### config.mk
export PLATFORM = sky130hd
export DESIGN_NAME = imem_loader_flat
export DESIGN_NICKNAME = d
export VERILOG_FILES = /design/src/rtl/imem_loader_pkg.sv /design/src/rtl/imem_loader_if.sv /design/src/rtl/imem_loader_xor_accum.sv /design/src/rtl/imem_loader.sv /design/src/flat_wrapper.sv
export SDC_FILE = /design/constraint.sdc
export NUM_CORES = 1
export LEC_CHECK = 0
export BUFFER_PORTS_ARGS = -buffer_cell sky130_fd_sc_hd__buf_2
export CAP_MARGIN = 20
export CORE_MARGIN = 2
export CORE_UTILIZATION = 35
export DETAILED_ROUTE_END_ITERATION = 16
export PLACE_DENSITY_LB_ADDON = 0.15
export SYNTH_ARGS = -nofsm -noshare
export SYNTH_HDL_FRONTEND = slang
export SYNTH_SLANG_ARGS = --single-unit
### constraint.sdc
create_clock -name clock -period 5.85 [get_ports clock]
set_clock_uncertainty 0.1 [all_clocks]
set_input_delay 1.17 -clock clock [delete_from_list [all_inputs] [get_ports clock]]
set_output_delay 1.17 -clock clock [all_outputs]
set_load 0.1 [all_outputs]
### src/rtl/imem_loader_pkg.sv
// imem_loader_pkg: state encoding and sizing shared by the instruction loader
package imem_loader_pkg;
    localparam int ADDR_W_DEF = 10;

    typedef enum logic [2:0] {IDLE, LEN_HI, LEN_LO, DATA_HI, DATA_LO, CHECK, DONE, ERR} state_t;

    function automatic int max_words(input int aw);
        return 1 << aw;
    endfunction

    localparam int MAX_WORDS = max_words(ADDR_W_DEF);
endpackage

### src/rtl/imem_loader_if.sv
// imem_loader_if: byte stream in, instruction-memory write port out
interface imem_loader_if #(parameter int ADDR_W = 10, parameter int WORD_W = 16);
    logic [7:0]        rx_data;
    logic              rx_valid;
    logic              rx_ready;
    logic              imem_we;
    logic [ADDR_W-1:0] imem_addr;
    logic [WORD_W-1:0] imem_wdata;
    modport master (output rx_data, rx_valid, input rx_ready, imem_we, imem_addr, imem_wdata);
    modport slave  (input rx_data, rx_valid, output rx_ready, imem_we, imem_addr, imem_wdata);
endinterface

### src/rtl/imem_loader_xor_accum.sv
// xor_accum: 8-bit running XOR with synchronous clear and enable
module xor_accum (
    input  logic       clock,
    input  logic       reset_n,
    input  logic       clr,
    input  logic       en,
    input  logic [7:0] din,
    output logic [7:0] acc
);
    always_ff @(posedge clock or negedge reset_n)
        if (!reset_n) acc <= '0;
        else if (clr) acc <= '0;
        else if (en)  acc <= acc ^ din;
endmodule

### src/rtl/imem_loader.sv
// imem_loader: boot-time loader that frames a byte stream into instruction-memory writes
module imem_loader
    import imem_loader_pkg::*;
#(
    parameter int ADDR_W = ADDR_W_DEF,
    parameter int WORD_W = 16
) (
    input  logic         clock,
    input  logic         reset_n,
    input  logic         start,
    imem_loader_if.slave bus,
    output logic         cpu_hold,
    output logic         done,
    output logic         error
);
    localparam logic [16:0] max_n = 17'(max_words(ADDR_W));

    state_t            state, nxt;
    logic              hs, clr, we;
    logic [7:0]        acc, hi, len_hi;
    logic [15:0]       n, left;
    logic [ADDR_W-1:0] idx, addr;
    logic [WORD_W-1:0] wdata;

    assign hs  = bus.rx_valid && bus.rx_ready;
    assign n   = {len_hi, bus.rx_data};
    assign clr = nxt == LEN_HI && state != LEN_HI;

    xor_accum u_xor (
        .clock  (clock),
        .reset_n(reset_n),
        .clr    (clr),
        .en     (hs && state != CHECK),
        .din    (bus.rx_data),
        .acc    (acc)
    );

    always_comb begin
        nxt = state;
        case (state)
            IDLE, DONE, ERR: nxt = start ? LEN_HI : state;
            LEN_HI:          nxt = hs ? LEN_LO : state;
            LEN_LO:          nxt = !hs ? state : {1'b0, n} > max_n ? ERR : n == 16'd0 ? CHECK : DATA_HI;
            DATA_HI:         nxt = hs ? DATA_LO : state;
            DATA_LO:         nxt = !hs ? state : left == 16'd1 ? CHECK : DATA_HI;
            CHECK:           nxt = !hs ? state : bus.rx_data == acc ? DONE : ERR;
            default:         nxt = IDLE;
        endcase
    end

    // the write is registered, so an async reset also cancels a pending word
    always_ff @(posedge clock or negedge reset_n)
        if (!reset_n) begin
            state  <= IDLE;
            len_hi <= '0;
            hi     <= '0;
            left   <= '0;
            idx    <= '0;
            we     <= 1'b0;
            addr   <= '0;
            wdata  <= '0;
        end else begin
            state <= nxt;
            we    <= hs && state == DATA_LO;
            if (clr) idx <= '0;
            if (hs && state == LEN_HI) len_hi <= bus.rx_data;
            if (hs && state == LEN_LO) left <= n;
            if (hs && state == DATA_HI) hi <= bus.rx_data;
            if (hs && state == DATA_LO) begin
                addr  <= idx;
                wdata <= WORD_W'({hi, bus.rx_data});
                idx   <= idx + ADDR_W'(1);
                left  <= left - 16'd1;
            end
        end

    assign bus.rx_ready   = state inside {LEN_HI, LEN_LO, DATA_HI, DATA_LO, CHECK};
    assign bus.imem_we    = we;
    assign bus.imem_addr  = addr;
    assign bus.imem_wdata = wdata;
    assign cpu_hold       = state != DONE;
    assign done           = state == DONE;
    assign error          = state == ERR;
endmodule

### src/flat_wrapper.sv
// flat-port wrapper written by rule: the top's interface ports become plain ports
module imem_loader_flat import imem_loader_pkg::*;
#(
    parameter int ADDR_W = ADDR_W_DEF,
    parameter int WORD_W = 16
)
  (clock, reset_n, start, cpu_hold, done, error, bus_rx_data, bus_rx_valid, bus_rx_ready, bus_imem_we, bus_imem_addr, bus_imem_wdata);
  imem_loader_if #(.ADDR_W(ADDR_W), .WORD_W(WORD_W)) bus_i ();
  input  logic clock;
  input  logic reset_n;
  input  logic start;
  output logic cpu_hold;
  output logic done;
  output logic error;
  input wire logic [$bits(bus_i.rx_data)-1:0] bus_rx_data;
  input wire logic [$bits(bus_i.rx_valid)-1:0] bus_rx_valid;
  output wire logic [$bits(bus_i.rx_ready)-1:0] bus_rx_ready;
  output wire logic [$bits(bus_i.imem_we)-1:0] bus_imem_we;
  output wire logic [$bits(bus_i.imem_addr)-1:0] bus_imem_addr;
  output wire logic [$bits(bus_i.imem_wdata)-1:0] bus_imem_wdata;
  assign bus_i.rx_data = bus_rx_data;
  assign bus_i.rx_valid = bus_rx_valid;
  assign bus_rx_ready = bus_i.rx_ready;
  assign bus_imem_we = bus_i.imem_we;
  assign bus_imem_addr = bus_i.imem_addr;
  assign bus_imem_wdata = bus_i.imem_wdata;
  imem_loader #(.ADDR_W(ADDR_W), .WORD_W(WORD_W)) u_core (.clock(clock), .reset_n(reset_n), .start(start), .bus(bus_i), .cpu_hold(cpu_hold), .done(done), .error(error));
endmodule
# [Word level (Yosys, flattened, before mapping)]
# Index checks and enable logic that the tools add are counted.
[totals] register_bits=80 output_inout_bits=31 word_cells=57
[op_classes] addsub=2 magnitude_cmp=1 eq_ne=13 n_mux=17 bitwise_logic=1 n_reduce_logical=14
[op_table] cell="$mux W16" count=2
[op_table] cell="$mux W3" count=9
[op_table] cell="$mux W10" count=2
[op_table] cell="$pmux W3 S6" count=1
[op_table] cell="$eq A16 B1 Y1 const B" count=1
[op_table] cell="$gt A16 B11 Y1 const B" count=1
[op_table] cell="$logic_not A16 Y1" count=1
[op_table] cell="$mux W8" count=2
[op_table] cell="$sub A16 B1 Y16 const B" count=1
[op_table] cell="$eq A3 B3 Y1 const B" count=4
[op_table] cell="$add A10 B1 Y10 const B" count=1
[op_table] cell="$eq A8 B8 Y1" count=1
[op_table] cell="$xor A8 B8 Y8" count=1
[op_table] cell="$logic_and A1 B1 Y1" count=7
[op_table] cell="$eq A3 B1 Y1 const B" count=2
[op_table] cell="$eq A3 B2 Y1 const B" count=2
[op_table] cell="$ne A3 B3 Y1 const B" count=2
[op_table] cell="$reduce_bool A2 Y1" count=3
[op_table] cell="$reduce_bool A5 Y1" count=1
[op_table] cell="$logic_not A3 Y1" count=1
[op_table] cell="$ne A3 B1 Y1 const B" count=1
[op_table] cell="$reduce_or A3 Y1" count=1
[op_table] cell="$mux W1" count=1

# [Logic depth before layout (Yosys ltp)]
# Gate-level depths: netlist of run 1.
[depth] word_depth=9 ltp_mapped=8 mapped_depth_nobuf=7

# [Modules after synthesis]
# Synthesis of run 1 repeated with hierarchy kept, for this count alone.
[unflattened] cells_unflattened=423 area_unflattened_um2=3990.1
[modules_own_cells] module="imem_loader" instances=1 cells_each=388 area_each_um2=3583.4 seq_area_each_um2=1801.7
[modules_own_cells] module="xor_accum" instances=1 cells_each=35 area_each_um2=406.6 seq_area_each_um2=200.2

# [Worst setup path after synthesis of run 1]
# OpenSTA, ideal clock, no wires.
[synth_path] kind="flip-flop to output port" start="register u_core.state[0]" end="output port bus_rx_ready" t_arrival_ns=2.362 t_required_ns=4.580 setup_slack_ns=2.218 path_stages_with_launch=5 path_cell_list="dfrtp_1 clkbuf_1 clkbuf_1 nor3_1 a21oi_1"
[synth_via] elab_chain_len=2 elab_cells_between_ends=6 cone_classes="5 x eq/ne; 1 x reduce/logical"
[synth_lines] element="start: declaration" line="imem_loader.sv:18" text="state_t state, nxt;"
[synth_lines] element="start signal: assignment" line="imem_loader.sv:63" text="state <= nxt;"
[synth_lines] element="$eq A3 B1 Y1, or another cell as far along" line="imem_loader.sv:77" text="assign bus.rx_ready = state inside {LEN_HI, LEN_LO, DATA_HI, DATA_LO, CHECK};"
[synth_lines] element="$reduce_bool A5 Y1 (*)" line="imem_loader.sv:77"
[synth_lines] element="end: declaration" line="flat_wrapper.sv:17" text="output wire logic [$bits(bus_i.rx_ready)-1:0] bus_rx_ready;"
# Mark *: on every way between the ends. The rest lies on a longest branch, timed or not.

# [Worst setup path after layout of run 1]
[layout_path] start="input port bus_rx_valid" end="register u_core.idx[1]"
[layout_via] elab_chain_len=6 elab_cells_between_ends=12 cone_classes="1 x eq/ne; 7 x mux; 4 x reduce/logical"
[layout_lines] element="start: declaration" line="flat_wrapper.sv:16" text="input wire logic [$bits(bus_i.rx_valid)-1:0] bus_rx_valid;"
[layout_lines] element="$logic_and A1 B1 Y1 (*)" line="imem_loader.sv:25" text="assign hs = bus.rx_valid && bus.rx_ready;"
[layout_lines] element="$mux W3 (on tied branches)"
[layout_lines] element="$pmux W3 S6 (*)" line="imem_loader.sv:40" text="case (state)"
[layout_lines] element="net u_core.nxt[1]" line="imem_loader.sv:18"
[layout_lines] element="$eq A3 B1 Y1 (*)" line="imem_loader.sv:27" text="assign clr = nxt == LEN_HI && state != LEN_HI;"
[layout_lines] element="$logic_and A1 B1 Y1 (*)" line="imem_loader.sv:27"
[layout_lines] element="$reduce_bool A2 Y1 (no source line) (*)"
[layout_lines] element="end signal: assignment" line="imem_loader.sv:72" text="idx <= idx + ADDR_W'(1);"
[layout_lines] element="end: declaration" line="imem_loader.sv:22" text="logic [ADDR_W-1:0] idx, addr;"
# Mark *: on every way through the listed nets, which the timed path passes. The rest lies on a longest branch.
# A chain may end at the register's enable or synchronous reset.

==> results.py, run 1 <==
metrics = {
    "clock_network": {
        "clk_pin_slew_worst_paths_ns": 0.08,
        "cts_buffers": 9,
        "root_buffer": "clkbuf_8",
        "cts_tree": "built",
        "cts_buffer_depth": 2,
        "ctsHoldBuffers": 0,
        "post_cts_buffers": 0,
        "clock_latency_ns": 0.36,
        "cts.sinks": 80,
        "cts_resized": 0,
        "h-tree-depth": 3,
    },
    "route": {
        "vias_per_cell": 5.16,
        "avgRoutedWirePerCell_um": 15.9,
        "vias": 3067,
        "drt_iter0_markers": 236,
        "drt_pass1_iterations": 5,
        "drc": 0,
        "postRouteAntennaNets": 0,
        "routed_wl_um": 9450,
    },
    "sta": {
        "tightest_slew_ns": 0.983,
        "fin_crit_ns": 3.24,
        "hold_viol": 0,
        "finalSetupViolations": 0,
        "rsz0062_at_grt": "false",
        "slew_headroom_pct": 34.3,
        "tns_ns": 0,
        "slew_violations": 0,
        "post-route-period-util_pct": 55.4,
        "setup_ws_ns": 2.61,
        "fmax_mhz": 309,
    },
    "die": {
        "die-area_um2": 12100,
        "die_h_um": 110,
        "rows": 38,
        "ios": 43,
        "core_um2": 10900,
        "die_x_um": 110,
        "start_util_pct": 36.1,
    },
    "setup_path": {
        "crit_end": "u_core.idx[1]",
        "startpoint": "bus_rx_valid",
        "worstSetupEndpointType": "register",
        "critPathKind": "primary input to register",
        "ff2ff_setup_slack_ns": 2.84,
        "reg2reg_to": "u_core.idx[1]",
        "critical_path.max_fanout": 38,
        "reg2reg_from": "u_core.state[0]",
        "cp.required_ns": 5.95,
        "critPathLaunchType": "primary input",
        "worst_ep_arrival_time_ns": 3.34,
        "r2r_cells": 7,
    },
    "yosys": {
        "ys_seq_elements": 80,
        "synth.avg_cell_area_um2": 9.52,
        "synthDistinctLibCells": 59,
        "synth_nets": 428,
        "ys.flop_type": "dfrtp_1",
        "yosysSeqAreaShare_pct": 50.9,
        "async_reset_ff_share_pct": 100,
        "netlist_instances": 413,
        "yosysWarningCount": 0,
        "synth-edff-count": 0,
        "synth_area_um2": 3930,
    },
    "grt": {
        "grt_pass1_vias": 3019,
        "grt_overflow_total": 0,
        "grt_start_max_net_pins": 81,
        "grt_pass1_wl_um": 15800,
        "track_usage_pct": 17.2,
        "antenna_found_initial": 0,
    },
    "layout": {
        "most-common-layout-cells": "nand2_1 (110), dfrtp_1 (80), buf_2 (41)",
        "nets": 464,
        "antennaDiodeCount": 0,
        "seq_area_um2": 2000,
        "multi_input_area_um2": 1800,
        "drive_gt1_share_pct": 22.2,
        "area.growth.synth_to_final_pct": 14.6,
        "num-fill-cells": 1054,
        "final_common_cell": "nand2_1",
    },
    "place": {
        "place_congestion": 0.790,
        "hpwlAfterDp_um": 6130,
        "port_buffers": 42,
        "pre_cts_slack_ns": 2.19,
    },
    "status": {
        "status": "finished clean",
    },
    "hold_path": {
        "min-delay-start": "u_core.hi[4]",
        "min_path_type": "register to register",
    },
    "power": {
        "vdd_drop_max_v": 0.000365,
        "p_per_area_nw_per_um2": 578,
        "leakage_uw": 0.00211,
    },
    "flow_run": {
        "cap_violations": 0,
    },
}
power breakdown:
group          switching, uW  internal [uW]
Sequential               212            756
Combinational            867            303
Clock                    205            263
Total                   1280           1320
synth_stat cells (4+ instances only):
cell	number	share of area, %
nand3_1	14	1.8
clkbuf_1	15	1.4
nor3_1	16	2.0
mux2_2	15	4.3
o21ai_0	16	2.0
dfrtp_1	80	51
xor2_1	16	3.6
mux2i_1	5	1.3
o211ai_1	4	0.76
inv_1	8	0.76
nor2b_1	4	0.64
nand2_1	110	10
a21oi_1	14	1.8
nor2_2	9	1.4
nor2_1	18	1.7
and3_1	6	0.95
worst min-delay path by stage:
stage,endpoint,slack [ns],cells after the start
floorplan,u_core.bus.imem_wdata[10],0.33,2
global placement,u_core.bus.imem_wdata[12],0.35,2
detailed placement,u_core.bus.imem_addr[1],0.36,2
CTS,u_core.bus.imem_addr[5],0.38,2
global route,u_core.bus.imem_addr[5],0.39,2
finish,u_core.bus.imem_wdata[12],0.38,2
kinds of logic after synthesis:
group                      Yosys count  synth area share (%)
AOI/OAI and AO/OA                   58                  9.77
xor gates and xnor gates            17                  3.79
and+or+nand+nor                    205                  25.8
DFF                                 80                  50.9
buffers and inverters               30                  3.24
muxes                               20                  5.57
adders and majority gates            3                 0.955
stage by stage:
stage	area (um^2)	cells	util [%]	hold slack, ns	power (uW)
2_1_floorplan	3930	413	-	0.333	1910
3_3_place_gp	4250	577	39.0	0.347	2140
3_5_place_dp	4250	577	39.0	0.360	2150
4_1_cts	4480	593	41.1	0.382	2620
5_1_grt	4510	594	41.4	0.395	2760
6_report	4510	594	41.4	0.376	2610
cell type report:
type / instances / area share (%)
inverters: 9 / 0.750
well taps: 140 / 3.89
flip-flops and latches: 80 / 44.4
clock inverters: 5 / 1.75
repair buffers: 46 / 5.83
clock buffers: 11 / 3.36
multi-input cells: 303 / 40.0
worst max-delay path: stages:
cell and delay [ns]:
buf_2 0.15, nand4bb_1 0.11, buf_4 0.41, clkinv_1 0.15
o21ai_0 0.12, nand4_2 0.16, nor3_4 0.85, o21ai_0 0.21
per-layer routing:
| metal | share of wire (%) | track usage [%] | vias to the layer above |
|---|---|---|---|
| met1 | 49 | 24.2 | 1510 |
| met2 | 46 | 26.0 | 49 |
| met3 | 2.9 | 2.94 | 15 |
| met4 | 2.4 | 8.05 | 0 |
| met5 | 0 | 0 | - |
| li1 | - | - | 1493 |
sequential cells by signal, summed over array words and instances, names as in the netlist:
register,cells
u_core.bus.imem_wdata,16
u_core.left,16
u_core.bus.imem_addr,10
u_core.idx,10
u_core.hi,8
u_core.len_hi,8
u_core.u_xor.acc,8
u_core.state,3
u_core.bus.imem_we,1
Power figures use the tool's default switching activity.
==> run 2, diff against run 1 <==
--- a/config.mk
+++ b/config.mk
@@ -5,6 +5,7 @@
 export SDC_FILE = /design/constraint.sdc
 export NUM_CORES = 1
 export LEC_CHECK = 0
+export ABC_AREA = 1
 export BUFFER_PORTS_ARGS = -buffer_cell sky130_fd_sc_hd__buf_2
 export CAP_MARGIN = 20
 export CORE_MARGIN = 2
==> constraint.sdc (replaced) <==
create_clock -name clock -period 3.3 [get_ports clock]
set_clock_uncertainty 0.1 [all_clocks]
set_input_delay 0.66 -clock clock [delete_from_list [all_inputs] [get_ports clock]]
set_output_delay 0.66 -clock clock [all_outputs]
set_load 0.1 [all_outputs]
==> run 2 against run 1 <==
  * Cell count is 17% higher
  * Critical endpoint is now bus_rx_ready
  * Highest routed layer unchanged
  * Synthesized area is 1.2% higher
  * Sequential share of layout area is 1.4 points lower
  * Clock power is 100% higher
  * Global-route usage is 0.096 points lower
  * Critical path depth is 3 lower
  * Sequential power is 65% higher
  * Hold slack worse by 0.34 ns
==> results.py, run 2 <==
metrics = {
    "status": {
        "status": "finished clean",
    },
    "clock_network": {
        "root_buffer": "clkbuf_16",
        "cts_resized": 0,
        "cts_buffers": 9,
        "clock_latency_ns": 0.35,
        "cts.sinks": 80,
        "cts_tree": "built",
        "cts_buffer_depth": 2,
        "clk_pin_slew_worst_paths_ns": 0.06,
        "ctsHoldBuffers": 0,
        "post_cts_buffers": 0,
        "h-tree-depth": 3,
    },
    "grt": {
        "track_usage_pct": 17.1,
        "antenna_found_initial": 0,
        "grt_pass1_vias": 3239,
        "busiest_layer": "met2",
        "grt_start_max_net_pins": 81,
        "met1_usage_pct": 24.0,
        "grt_use_met2_pct": 26.1,
        "grt_pass1_wl_um": 16700,
        "grt_overflow_total": 0,
        "grt_util_met3_pct": 2.84,
    },
    "yosys": {
        "yosysWarningCount": 0,
        "ys_seq_elements": 80,
        "synth_top_area_cell": "dfrtp_1",
        "yosys-top-cells-area": "dfrtp_1 (50%), nand2_1 (15%), o21ai_0 (5.7%), inv_1 (4.9%), nor2_1 (4.5%)",
        "synth-edff-count": 0,
        "synth_nets": 519,
        "synth.avg_cell_area_um2": 7.90,
        "synth_most_common_cell": "nand2_1",
        "ys.flop_type": "dfrtp_1",
        "ys_top_cells_by_count": "nand2_1 (162), dfrtp_1 (80), inv_1 (52), nor2_1 (48), o21ai_0 (45)",
        "netlist_instances": 504,
        "synthDistinctLibCells": 34,
        "synth_top_area_share_pct": 50.3,
        "yosysSeqAreaShare_pct": 50.3,
        "async_reset_ff_share_pct": 100,
        "synth_area_um2": 3980,
    },
    "setup_path": {
        "cp.required_ns": 2.54,
        "critical_path.max_fanout": 7,
        "worstSetupEndpointType": "output port",
        "critPathKind": "register to output port",
        "crit_chain": "inv_2 > nand3_2 > nand2_4 > inv_1 > buf_2",
        "slowest_stage": "dfrtp_1",
        "slowest_delay_ns": 0.53,
        "crit_buf_inv": 3,
        "worst_ep_arrival_time_ns": 1.63,
        "critPathTopFamily": "buffers and inverters",
        "critPathLaunchType": "register",
    },
    "route": {
        "avgRoutedWirePerCell_um": 14.3,
        "vias_per_cell": 4.93,
        "drt_pass1_iterations": 4,
        "drc": 0,
        "postRouteAntennaNets": 0,
        "drt_iter0_markers": 229,
        "routed_wl_um": 9930,
        "vias": 3424,
    },
    "sta": {
        "hold_viol": 0,
        "tns_ns": 0,
        "slew_headroom_pct": 59.5,
        "rsz0062_at_grt": "false",
        "fmax_mhz": 419,
        "finalSetupViolations": 0,
        "tightest_slew_ns": 0.607,
        "slew_violations": 0,
        "post-route-period-util_pct": 72.3,
        "fin_crit_ns": 2.39,
    },
    "die": {
        "rows": 38,
        "die_h_um": 111,
        "ios": 43,
        "core_um2": 11000,
        "start_util_pct": 36.2,
        "die-area_um2": 12200,
        "die_x_um": 111,
    },
    "layout": {
        "nets": 564,
        "area.growth.synth_to_final_pct": 16.9,
        "stdcell_area_um2": 4650,
        "drive_gt1_share_pct": 16.6,
        "final_common_cell": "nand2_1",
        "multi_input_area_um2": 1710,
        "antennaDiodeCount": 0,
        "seq_area_um2": 2000,
        "num-fill-cells": 1115,
        "most-common-layout-cells": "nand2_1 (162), dfrtp_1 (80), inv_1 (52)",
    },
    "power": {
        "vdd_drop_max_v": 0.000705,
        "p_per_area_nw_per_um2": 1030,
        "leakage_uw": 0.00236,
    },
    "place": {
        "port_buffers": 42,
        "postPlaceCellArea_um2": 4350,
        "hpwlAfterDp_um": 6910,
        "place_congestion": 0.882,
    },
    "flow_run": {
        "cap_violations": 0,
    },
    "hold_path": {
        "min_path_type": "primary input to async pin",
    },
}
run 2: kinds of logic after synthesis:
kind of cell | synth area share [%]
AO/OA/AOI/OAI | 12.4
XOR/XNOR | 0.660
adder cells (fa/ha/maj) | 0.943
buffers and inverters | 6.76
flip-flops | 50.3
AND/OR/NAND/NOR | 28.9
run 2: final timing paths:
| path | start | depth (start not counted) | endpoint | slack [ns] |
|---|---|---|---|---|
| max in group asynchronous | reset_n | 2 | u_core.left[1] | 2.47 |
| min in group clock | u_core.bus.imem_wdata[10] | 2 | u_core.bus.imem_wdata[10] | 0.37 |
| hold reg to reg | u_core.bus.imem_wdata[10] | 2 | u_core.bus.imem_wdata[10] | 0.37 |
| setup reg to reg | u_core.state[0] | 6 | u_core.left[4] | 1.14 |
| setup / recovery | u_core.state[0] | 5 | bus_rx_ready | 0.91 |
| hold / removal | reset_n | 1 | u_core.left[8] | 0.03 |
run 2: where the power goes:
group	leakage (uW)	switching, uW	internal, uW
clock	0.000141	437	518
sequential	0.00103	269	1330
combinational	0.00119	1720	514
total	0.00236	2420	2360
run 2: layer usage:
metal	routed length (um)	vias up
met5	0	-
met4	173	0
met3	405	13
met2	4510	76
met1	4840	1625
li1	-	1710
run 2: layout make-up:
type	instances	share of cell area (%)
timing repair buffer	46	5.65
tap	140	3.76
clock buffer	9	4.84
clock inverter	7	1.16
inverter	59	4.76
sequential	80	43.0
multi-input combinational	353	36.8
run 2: stage by stage:
step / cells / hold WS [ns] / worst slack, ns / utilization (%) / total power [uW]
2_1_floorplan: 504 / 0.264 / 0.453 / - / 3390
3_3_place_gp: 677 / 0.359 / 1.00 / 39.6 / 3830
3_5_place_dp: 677 / 0.362 / 0.950 / 39.6 / 3850
4_1_cts: 693 / 0.379 / 0.907 / 42.1 / 4820
5_1_grt: 694 / 0.0338 / 0.842 / 42.4 / 5110
6_report: 694 / 0.0336 / 0.913 / 42.4 / 4780
